## config.mk

```make
export PLATFORM = sky130hd
export DESIGN_NAME = wbm_cmd_master
export DESIGN_NICKNAME = d
export VERILOG_FILES = /design/src/rtl/wbm_pkg.sv /design/src/rtl/wbm_timer.sv /design/src/rtl/wbm_cmd_master.sv
export SDC_FILE = /design/constraint.sdc
export NUM_CORES = 1
export LEC_CHECK = 0
export BUFFER_PORTS_ARGS = -buffer_cell sky130_fd_sc_hd__buf_2
export CAP_MARGIN = 15
export CORE_MARGIN = 5
export CORE_UTILIZATION = 43
export CTS_CLUSTER_DIAMETER = 60
export DETAILED_ROUTE_END_ITERATION = 16
export PLACE_DENSITY_LB_ADDON = 0.2
export SYNTH_ARGS = -nofsm -noshare
export SYNTH_HDL_FRONTEND = slang
export SYNTH_SLANG_ARGS = --single-unit
```

## constraint.sdc

```tcl
create_clock -name sys_clock_i -period 2.47 [get_ports sys_clock_i]
set_clock_uncertainty 0.2 [all_clocks]
set_input_delay 0.3705 -clock sys_clock_i [delete_from_list [all_inputs] [get_ports sys_clock_i]]
set_output_delay 0.3705 -clock sys_clock_i [all_outputs]
set_load 0.05 [all_outputs]
```

## src/rtl/wbm_pkg.sv

```systemverilog
// Shared definitions for the Wishbone command master: bus widths, FSM encoding
// and the beat address helpers used by the master.
package wbm_pkg;

    localparam int WB_ADDR_W  = 64;
    localparam int WB_DATA_W  = 64;
    localparam int WB_SEL_W   = 8;
    localparam int WB_TIMER_W = 16;

    localparam logic [WB_ADDR_W-1:0] WB_BEAT_BYTES = 64'd8;

    typedef enum logic [1:0] {
        ST_IDLE = 2'b00,
        ST_BUS  = 2'b01,
        ST_GAP  = 2'b10
    } wbm_state_e;

    // Beats are always whole 64-bit words, so the byte offset is dropped.
    function automatic logic [WB_ADDR_W-1:0] wb_align(input logic [WB_ADDR_W-1:0] addr);
        return {addr[WB_ADDR_W-1:3], 3'b000};
    endfunction

    function automatic logic [WB_ADDR_W-1:0] wb_next_addr(input logic [WB_ADDR_W-1:0] addr);
        return addr + WB_BEAT_BYTES;
    endfunction

endpackage

```

## src/rtl/wbm_timer.sv

```systemverilog
// Ack timeout counter: counts enabled cycles since the last clear and flags the
// cycle on which the LIMIT-th enabled cycle is being counted.
module wbm_timer
    import wbm_pkg::*;
#(
    parameter int WIDTH = WB_TIMER_W,
    parameter int LIMIT = 1024
) (
    input  logic clk,
    input  logic rst,
    input  logic clear,
    input  logic enable,
    output logic expired
);

    localparam logic [WIDTH-1:0] LAST_COUNT = WIDTH'(LIMIT - 1);

    logic [WIDTH-1:0] count;

    always_ff @(posedge clk) begin
        if (rst || clear) begin
            count <= '0;
        end else if (enable) begin
            count <= count + WIDTH'(1);
        end
    end

    assign expired = (count == LAST_COUNT);

endmodule

```

## src/rtl/wbm_cmd_master.sv

```systemverilog
// Command-to-Wishbone burst master: turns one accepted command into 1..2^LEN_BITS
// single-beat Wishbone cycles, one response pulse per beat, with an ack timeout.
module wbm_cmd_master
    import wbm_pkg::*;
#(
    parameter int TIMEOUT_CYCLES = 1024,
    parameter int LEN_BITS       = 4
) (
    input  logic                 sys_clock_i,
    input  logic                 sys_reset_i,

    input  logic                 cmd_valid_i,
    output logic                 cmd_ready_o,
    input  logic                 cmd_we_i,
    input  logic [WB_ADDR_W-1:0] cmd_addr_i,
    input  logic [WB_DATA_W-1:0] cmd_data_i,
    input  logic [WB_SEL_W-1:0]  cmd_sel_i,
    input  logic [LEN_BITS-1:0]  cmd_len_i,

    output logic                 rsp_valid_o,
    output logic [WB_DATA_W-1:0] rsp_data_o,
    output logic                 rsp_last_o,
    output logic                 rsp_err_o,

    output logic                 wbm_cycle_o,
    output logic                 wbm_strobe_o,
    output logic                 wbm_we_o,
    output logic [WB_ADDR_W-1:0] wbm_addr_o,
    output logic [WB_DATA_W-1:0] wbm_data_o,
    output logic [WB_SEL_W-1:0]  wbm_sel_o,
    input  logic [WB_DATA_W-1:0] wbm_data_i,
    input  logic                 wbm_ack_i
);

    wbm_state_e           state_q, state_d;
    logic [LEN_BITS-1:0]  len_q, len_d;
    logic [LEN_BITS-1:0]  beat_q, beat_d;
    logic                 cyc_q, cyc_d;
    logic                 stb_q, stb_d;
    logic                 we_q, we_d;
    logic [WB_ADDR_W-1:0] addr_q, addr_d;
    logic [WB_DATA_W-1:0] wdata_q, wdata_d;
    logic [WB_SEL_W-1:0]  sel_q, sel_d;
    logic                 rsp_valid_q, rsp_valid_d;
    logic [WB_DATA_W-1:0] rsp_data_q, rsp_data_d;
    logic                 rsp_last_q, rsp_last_d;
    logic                 rsp_err_q, rsp_err_d;

    logic in_bus;
    logic timer_clear;
    logic timer_enable;
    logic timeout_hit;
    logic last_beat;

    assign in_bus       = (state_q == ST_BUS);
    assign timer_clear  = !in_bus;
    assign timer_enable = in_bus && !wbm_ack_i;
    assign last_beat    = (beat_q == len_q);

    wbm_timer #(
        .WIDTH (WB_TIMER_W),
        .LIMIT (TIMEOUT_CYCLES)
    ) u_timer (
        .clk     (sys_clock_i),
        .rst     (sys_reset_i),
        .clear   (timer_clear),
        .enable  (timer_enable),
        .expired (timeout_hit)
    );

    // The write data register doubles as the fill latch; it is forced to zero for
    // reads and whenever the master is idle.
    always_comb begin
        state_d     = state_q;
        len_d       = len_q;
        beat_d      = beat_q;
        cyc_d       = cyc_q;
        stb_d       = stb_q;
        we_d        = we_q;
        addr_d      = addr_q;
        wdata_d     = wdata_q;
        sel_d       = sel_q;
        rsp_valid_d = 1'b0;
        rsp_data_d  = rsp_data_q;
        rsp_last_d  = 1'b0;
        rsp_err_d   = 1'b0;

        case (state_q)
            ST_IDLE: begin
                if (cmd_valid_i) begin
                    state_d = ST_BUS;
                    len_d   = cmd_len_i;
                    beat_d  = '0;
                    cyc_d   = 1'b1;
                    stb_d   = 1'b1;
                    we_d    = cmd_we_i;
                    addr_d  = wb_align(cmd_addr_i);
                    wdata_d = cmd_we_i ? cmd_data_i : '0;
                    sel_d   = cmd_sel_i;
                end
            end

            ST_BUS: begin
                // Ack is checked first so it wins over a timeout on the same edge.
                if (wbm_ack_i) begin
                    rsp_valid_d = 1'b1;
                    rsp_data_d  = we_q ? '0 : wbm_data_i;
                    stb_d       = 1'b0;
                    if (last_beat) begin
                        rsp_last_d = 1'b1;
                        cyc_d      = 1'b0;
                        we_d       = 1'b0;
                        wdata_d    = '0;
                        state_d    = ST_IDLE;
                    end else begin
                        beat_d  = beat_q + LEN_BITS'(1);
                        addr_d  = wb_next_addr(addr_q);
                        state_d = ST_GAP;
                    end
                end else if (timeout_hit) begin
                    rsp_valid_d = 1'b1;
                    rsp_data_d  = '0;
                    rsp_last_d  = 1'b1;
                    rsp_err_d   = 1'b1;
                    cyc_d       = 1'b0;
                    stb_d       = 1'b0;
                    we_d        = 1'b0;
                    wdata_d     = '0;
                    state_d     = ST_IDLE;
                end
            end

            ST_GAP: begin
                stb_d   = 1'b1;
                state_d = ST_BUS;
            end

            default: begin
                state_d = ST_IDLE;
            end
        endcase
    end

    always_ff @(posedge sys_clock_i) begin
        if (sys_reset_i) begin
            state_q     <= ST_IDLE;
            len_q       <= '0;
            beat_q      <= '0;
            cyc_q       <= 1'b0;
            stb_q       <= 1'b0;
            we_q        <= 1'b0;
            addr_q      <= '0;
            wdata_q     <= '0;
            sel_q       <= '0;
            rsp_valid_q <= 1'b0;
            rsp_data_q  <= '0;
            rsp_last_q  <= 1'b0;
            rsp_err_q   <= 1'b0;
        end else begin
            state_q     <= state_d;
            len_q       <= len_d;
            beat_q      <= beat_d;
            cyc_q       <= cyc_d;
            stb_q       <= stb_d;
            we_q        <= we_d;
            addr_q      <= addr_d;
            wdata_q     <= wdata_d;
            sel_q       <= sel_d;
            rsp_valid_q <= rsp_valid_d;
            rsp_data_q  <= rsp_data_d;
            rsp_last_q  <= rsp_last_d;
            rsp_err_q   <= rsp_err_d;
        end
    end

    assign cmd_ready_o  = (state_q == ST_IDLE);

    assign rsp_valid_o  = rsp_valid_q;
    assign rsp_data_o   = rsp_data_q;
    assign rsp_last_o   = rsp_last_q;
    assign rsp_err_o    = rsp_err_q;

    assign wbm_cycle_o  = cyc_q;
    assign wbm_strobe_o = stb_q;
    assign wbm_we_o     = we_q;
    assign wbm_addr_o   = addr_q;
    assign wbm_data_o   = wdata_q;
    assign wbm_sel_o    = sel_q;

endmodule

```

Yosys cells after proc, flatten, opt, wreduce, memory -nomap -nowiden
Index checks and enable logic that the tools add are counted. W data, S select, Z words.

Bits of input ports: 209. Register bits after elaboration: 232. Word-level logic and storage cells: 77. Output and inout bits: 207.

Add/sub/neg operators: 3. Equality and inequality tests: 9. Mux-type cells: 34. Bitwise operators: 1. Reduce and logical (&&, ||, !) cells: 16.

Operators by type and width (number): $mux W64 (10); $pmux W64 S2 (2); $add A64 B4 Y64 const B (1); $add A16 B1 Y16 const B (1); $eq A16 B10 Y1 const B (1); $mux W4 (3); $mux W1 (10); $mux W2 (4); $pmux W4 S2 (1); $reduce_and A4 Y1 (2); $ne A2 B2 Y1 const B (3); $ne A3 B2 Y1 const B (2); $pmux W2 S3 (1); $reduce_and A2 Y1 (3); $add A4 B1 Y4 const B (1); $eq A4 B4 Y1 (1); $pmux W1 S2 (2); $reduce_bool A2 Y1 (2); $pmux W1 S3 (1); $reduce_and A3 Y1 (1); $reduce_bool A3 Y1 (1); $reduce_or A3 Y1 (1); $eq A2 B1 Y1 const B (1); $eq A2 B2 Y1 const B (1); other kinds (6) (7).

Longest topological paths before layout
Depth in word-level cells: 4. Gate-level depth with buffers: 9. Mapped depth without buffers: 7.

Modules after synthesis
A second synthesis with hierarchy kept.

Cells, all modules: 1294. Area total of the unflattened synthesis: 10321.1 um^2.

By module, submodules not included: wbm_cmd_master (area each 9527.9 um^2, sequential area each 4264.1 um^2, times used 1, cells an instance 1206); wbm_timer (area each 793.3 um^2, sequential area each 320.3 um^2, times used 1, cells an instance 88).

Worst setup path before layout
OpenSTA, ideal clock, no wires.

Path type: register to register. From: register addr_q[3], in the netlist wbm_addr_o[3]. To: register addr_q[49], in the netlist wbm_addr_o[49]. Arrival time: 2.567 ns. Setup slack: -0.414 ns. Buffers on the path: 1. Period minus slack after synthesis: 2.884 ns. Required time: 2.153 ns. Cell stages (with the launch flop): 9. Library setup time: 0.117 ns. Path through: dfxtp_1 ha_1 nand4_1 or2_1 clkbuf_1 nor4_4 nand2_1 or3_1 a32o_1.

Word-level cells in the longest chain between the ends: 4.

Ends and longest elaborated chain: from (decl) (line wbm_cmd_master.sv:41) `logic [WB_ADDR_W-1:0] addr_q, addr_d;`; from (signal assigned) (line wbm_cmd_master.sv:166) `addr_q <= addr_d;`; $add A64 B4 Y64 (line wbm_pkg.sv:24) `return addr + WB_BEAT_BYTES;`; $mux W64 (line wbm_cmd_master.sv:109) `if (last_beat) begin`; $mux W64 (line wbm_cmd_master.sv:105) `if (wbm_ack_i) begin`; $pmux W64 S2 (line wbm_cmd_master.sv:88) `case (state_q)`.

Every way passes these cells. The select of a mux whose other input is x is not followed. A chain may end at the register's enable or synchronous reset.

Worst setup path after layout
From: register addr_q[30], in the netlist wbm_addr_o[30]. To: register addr_q[49], in the netlist wbm_addr_o[49].

The elaborated chain is that of the path after synthesis.

==> summary.md <==
| Metric | Value |
|---|---|
| Status | `completed` |
| Hold Path Class | `primary input to register` |
| GRT Util Overall | `0.2988` |
| Critical path required time | `2700 ps` |
| Fmax | `411.6 MHz` |
| Crit path kind | `register to register` |
| DRT Pass-1 Iters | `7` |
| Async set-reset flop share out of synthesis | `0` |
| PwrDens | `650.9 nW/µm²` |
| Critical Path Start | `wbm_addr_o[30]` |
| Sw Share | `0.3124` |
| NumNets Final | `1992` |
| DRT iter0 DRCs | `1226` |
| Vias in the first global route | `11676` |
| I/O pin cnt | `416` |
| Area contributors post-synth | `dfxtp_1 (47%), nand2_1 (6.4%), a21oi_1 (6.2%), a22o_1 (5.9%), nand3_1 (5.2%)` |
| Reg clk slew, reported paths | `60 ps` |
| Area fraction of the dominant cell type after synthesis | `0.4659` |
| Final wirelength | `41.69 mm` |
| Hold Startpoint | `cmd_addr_i[12]` |
| Seq/Total Area, Yosys | `0.4659` |
| Core area | `22570 µm²` |
| Gate power share | `0.205` |
| R2R depth | `6` |
| CP cell instances | `nand3_4 > or4_4 > nor4_4 > nand2_1 > or3_1 > a32o_1` |
| CTS max path bufs | `3` |
| CTS tree | `built` |
| Die ar. | `26010 µm²` |
| Net Switching | `3.148 mW` |
| Post-synth EDFFs | `0` |
| Initial Utilization | `0.4359` |
| Layout cell share with drive strength beyond 1 | `0.3320` |
| Die Wd | `161.3 µm` |
| Syn-to-layout area delta | `57.31%` |
| Number of antenna violations at the first check in global routing | `9` |
| Clock sink total | `229` |
| Max-cap viol count | `0` |
| Synthesis Warnings | `0` |
| CP peak stage delay | `560 ps` |
| Reg-to-reg startpoint | `wbm_addr_o[30]` |
| Dpl cells | `around 1800` |
| CTS buffer count | `27` |
| Global-route wire length before repair | `63.85 mm` |
| Non-Filler Instances | `2094` |
| Worst Path Arrival | `2660 ps` |
| # setup viols final | `0` |
| Clk_lat worst skew | `around 540 ps` |
| Vias/cell | `5.642` |
| WHS Path Cells | `3` |
| Syn avg cell area | `8.417 µm²` |
| Commonest cells after routing, fill and taps aside | `buf_2 (408), dfxtp_1 (198), dlygate4sd3_1 (182)` |
| Internal cell power | `between 6 and 7 mW` |
| Worst Tran Pin Value | `925.7 ps` |
| RSZ-0062 raised after global routing | `yes` |
| Vias | `approximately 12000` |
| Cell count after synthesis | `1169` |
| Post-synth cell types | `64` |
| Row count | `55` |
| Reg2reg setup slack | `40 ps` |
| HPWL reported at the end of detailed placement | `26.63 mm` |
| Max Slew Vio Count | `0` |
| Remaining DRCs | `0` |
| Die Y | `between 150 and 200 µm` |
| Routability cong. | `0.9383` |
| Clock Tree Root | `clkbuf_16` |
| Buffers on Ports | `between 400 and 500` |
| Hold_ws | `between 20 and 25 ps` |
| Post-route minimum period | `2429 ps` |
| Max_slew headroom | `0.3828` |
| Largest net degree at the start of global routing | `80` |
| Worst vdd rail ir drop | `0.4436 mV` |
| Worst setup EP type | `register` |
| Synth area leader | `dfxtp_1` |
| Final period util | `0.9835` |
| GRT overflow | `0` |
| Post-synth top flop | `dfxtp_1` |
| Final hold violation count | `0` |
| Leakage | `6.864 nW` |
| Seq pwr share | `0.401` |
| FILL cells | `1755` |
| CP max FO | `6` |
| Clock share of power | `0.394` |
| CTS H-tree depth | `1` |
| Synthesized flop and latch total | `229` |
| Synth Cell Area | `9839 µm²` |
| Slowest library cell on the worst path | `or4_4` |
| Most common cell after layout, fill and taps aside | `buf_2` |
| Crit path launch type | `register` |
| Antenna-violating nets left | `0` |
| Wire length per cell | `19.91 µm` |
[cell usage after synthesis, drive strengths merged, types with 8 or more instances]
master and instances:
a31oi 8, inv 8, nor3 21, a22o 66, clkbuf 63, and3 26
nand2 167, a22oi 14, nor4 14, o31ai 9, nand4 27, and4 9
xor2 16, dfxtp 229, nor2 75, a21oi 122, nand3 105, buf 30
o22ai 14, mux2i 13, o21ai 36
[layer usage]
layer	vias to the layer above	share of wire	track usage
met5	-	0.00031	0
met2	632	0.48	0.5104
met4	2	0.042	0.1214
met1	5557	0.39	0.3653
met3	132	0.089	0.06813
li1	5492	-	-
[stage by stage]
stage | worst slack, ps | total power [mW] | instance area [µm²] | setup TNS, ps | utilization
6_report | 40.70 | 10.08 | 15480 | 0 | 0.6858
2_1_floorplan | -78.90 | 5.248 | 9893 | -78.90 | -
3_3_place_gp | 103.3 | 5.865 | 12610 | 0 | 0.5588
3_5_place_dp | 38.29 | 5.886 | 12610 | 0 | 0.5588
4_1_cts | 6.407 | 10.06 | 15330 | 0 | 0.6793
5_1_grt | -74.54 | 10.41 | 15480 | -158.9 | 0.6858
[area by class of cell]
| type | count | area (µm²) | area share |
|---|---|---|---|
| diodes | 8 | 20.02 | 0.001293 |
| multi-input cells | 841 | 4995 | 0.3227 |
| inverters | 8 | 30.03 | 0.001940 |
| flip-flops and latches | 229 | 4638 | 0.2997 |
| clock inverters | 13 | 123.9 | 0.008003 |
| well taps | 285 | 356.6 | 0.02304 |
| clock buffers | 37 | 774.5 | 0.05004 |
| repair buffers | 673 | 4541 | 0.2933 |
[kinds of logic (layout without fill, tap and decap cells)]
family,count (synthesis),count (layout),synth area share
fa+ha+maj,3,3,0.003815
xor+xnor,22,22,0.01958
mux,13,13,0.01322
simple gates,478,478,0.2384
flops,229,229,0.4659
other cells,1,11,0.0003811
compound gates,322,322,0.2181
buf+inv,101,731,0.04056
[flip-flops by register name (all words and copies together) (netlist names)]
name,count
rsp_data_o,64
beat_q,4
u_timer.count,16
wbm_strobe_o,1
state_q,2
wbm_addr_o,61
rsp_last_o,1
wbm_cycle_o,1
rsp_err_o,1
wbm_we_o,1
rsp_valid_o,1
wbm_data_o,64
wbm_sel_o,8
len_q,4
[worst max-delay path, delay by kind of cell, from the launching register on]
| family | cells | cell delay, ps |
|---|---|---|
| compound gates | 1 | 260 |
| flops | 1 | 380 |
| simple gates | 5 | 1480 |
[repair_timing]
| item | in CTS | in global routing |
|---|---|---|
| setup buffers | 0 | 7 |
| resized for setup | 0 | 19 |
| hold buffers | 182 | 0 |
| hold endpoints to repair | 182 | 0 |
| endpoints found under the setup margin | 0 | 60 |
[power groups by stage]
stage	combinational, mW	sequential, mW	clock [mW]
finish	2.06	4.04	3.97
global route	2.18	4.06	4.17
CTS	2.02	4.03	4.01
detailed placement	1.78	4.11	0
global placement	1.77	4.10	0
floorplan	0.577	4.67	0
[path summary, 6_finish.rpt]
kind                                        to
worst min-delay path            wbm_addr_o[12]
worst max register to register  wbm_addr_o[49]
worst min register to register  rsp_data_o[44]
worst max-delay path            wbm_addr_o[49]
No activity file was read; power rests on OpenSTA's default activity.
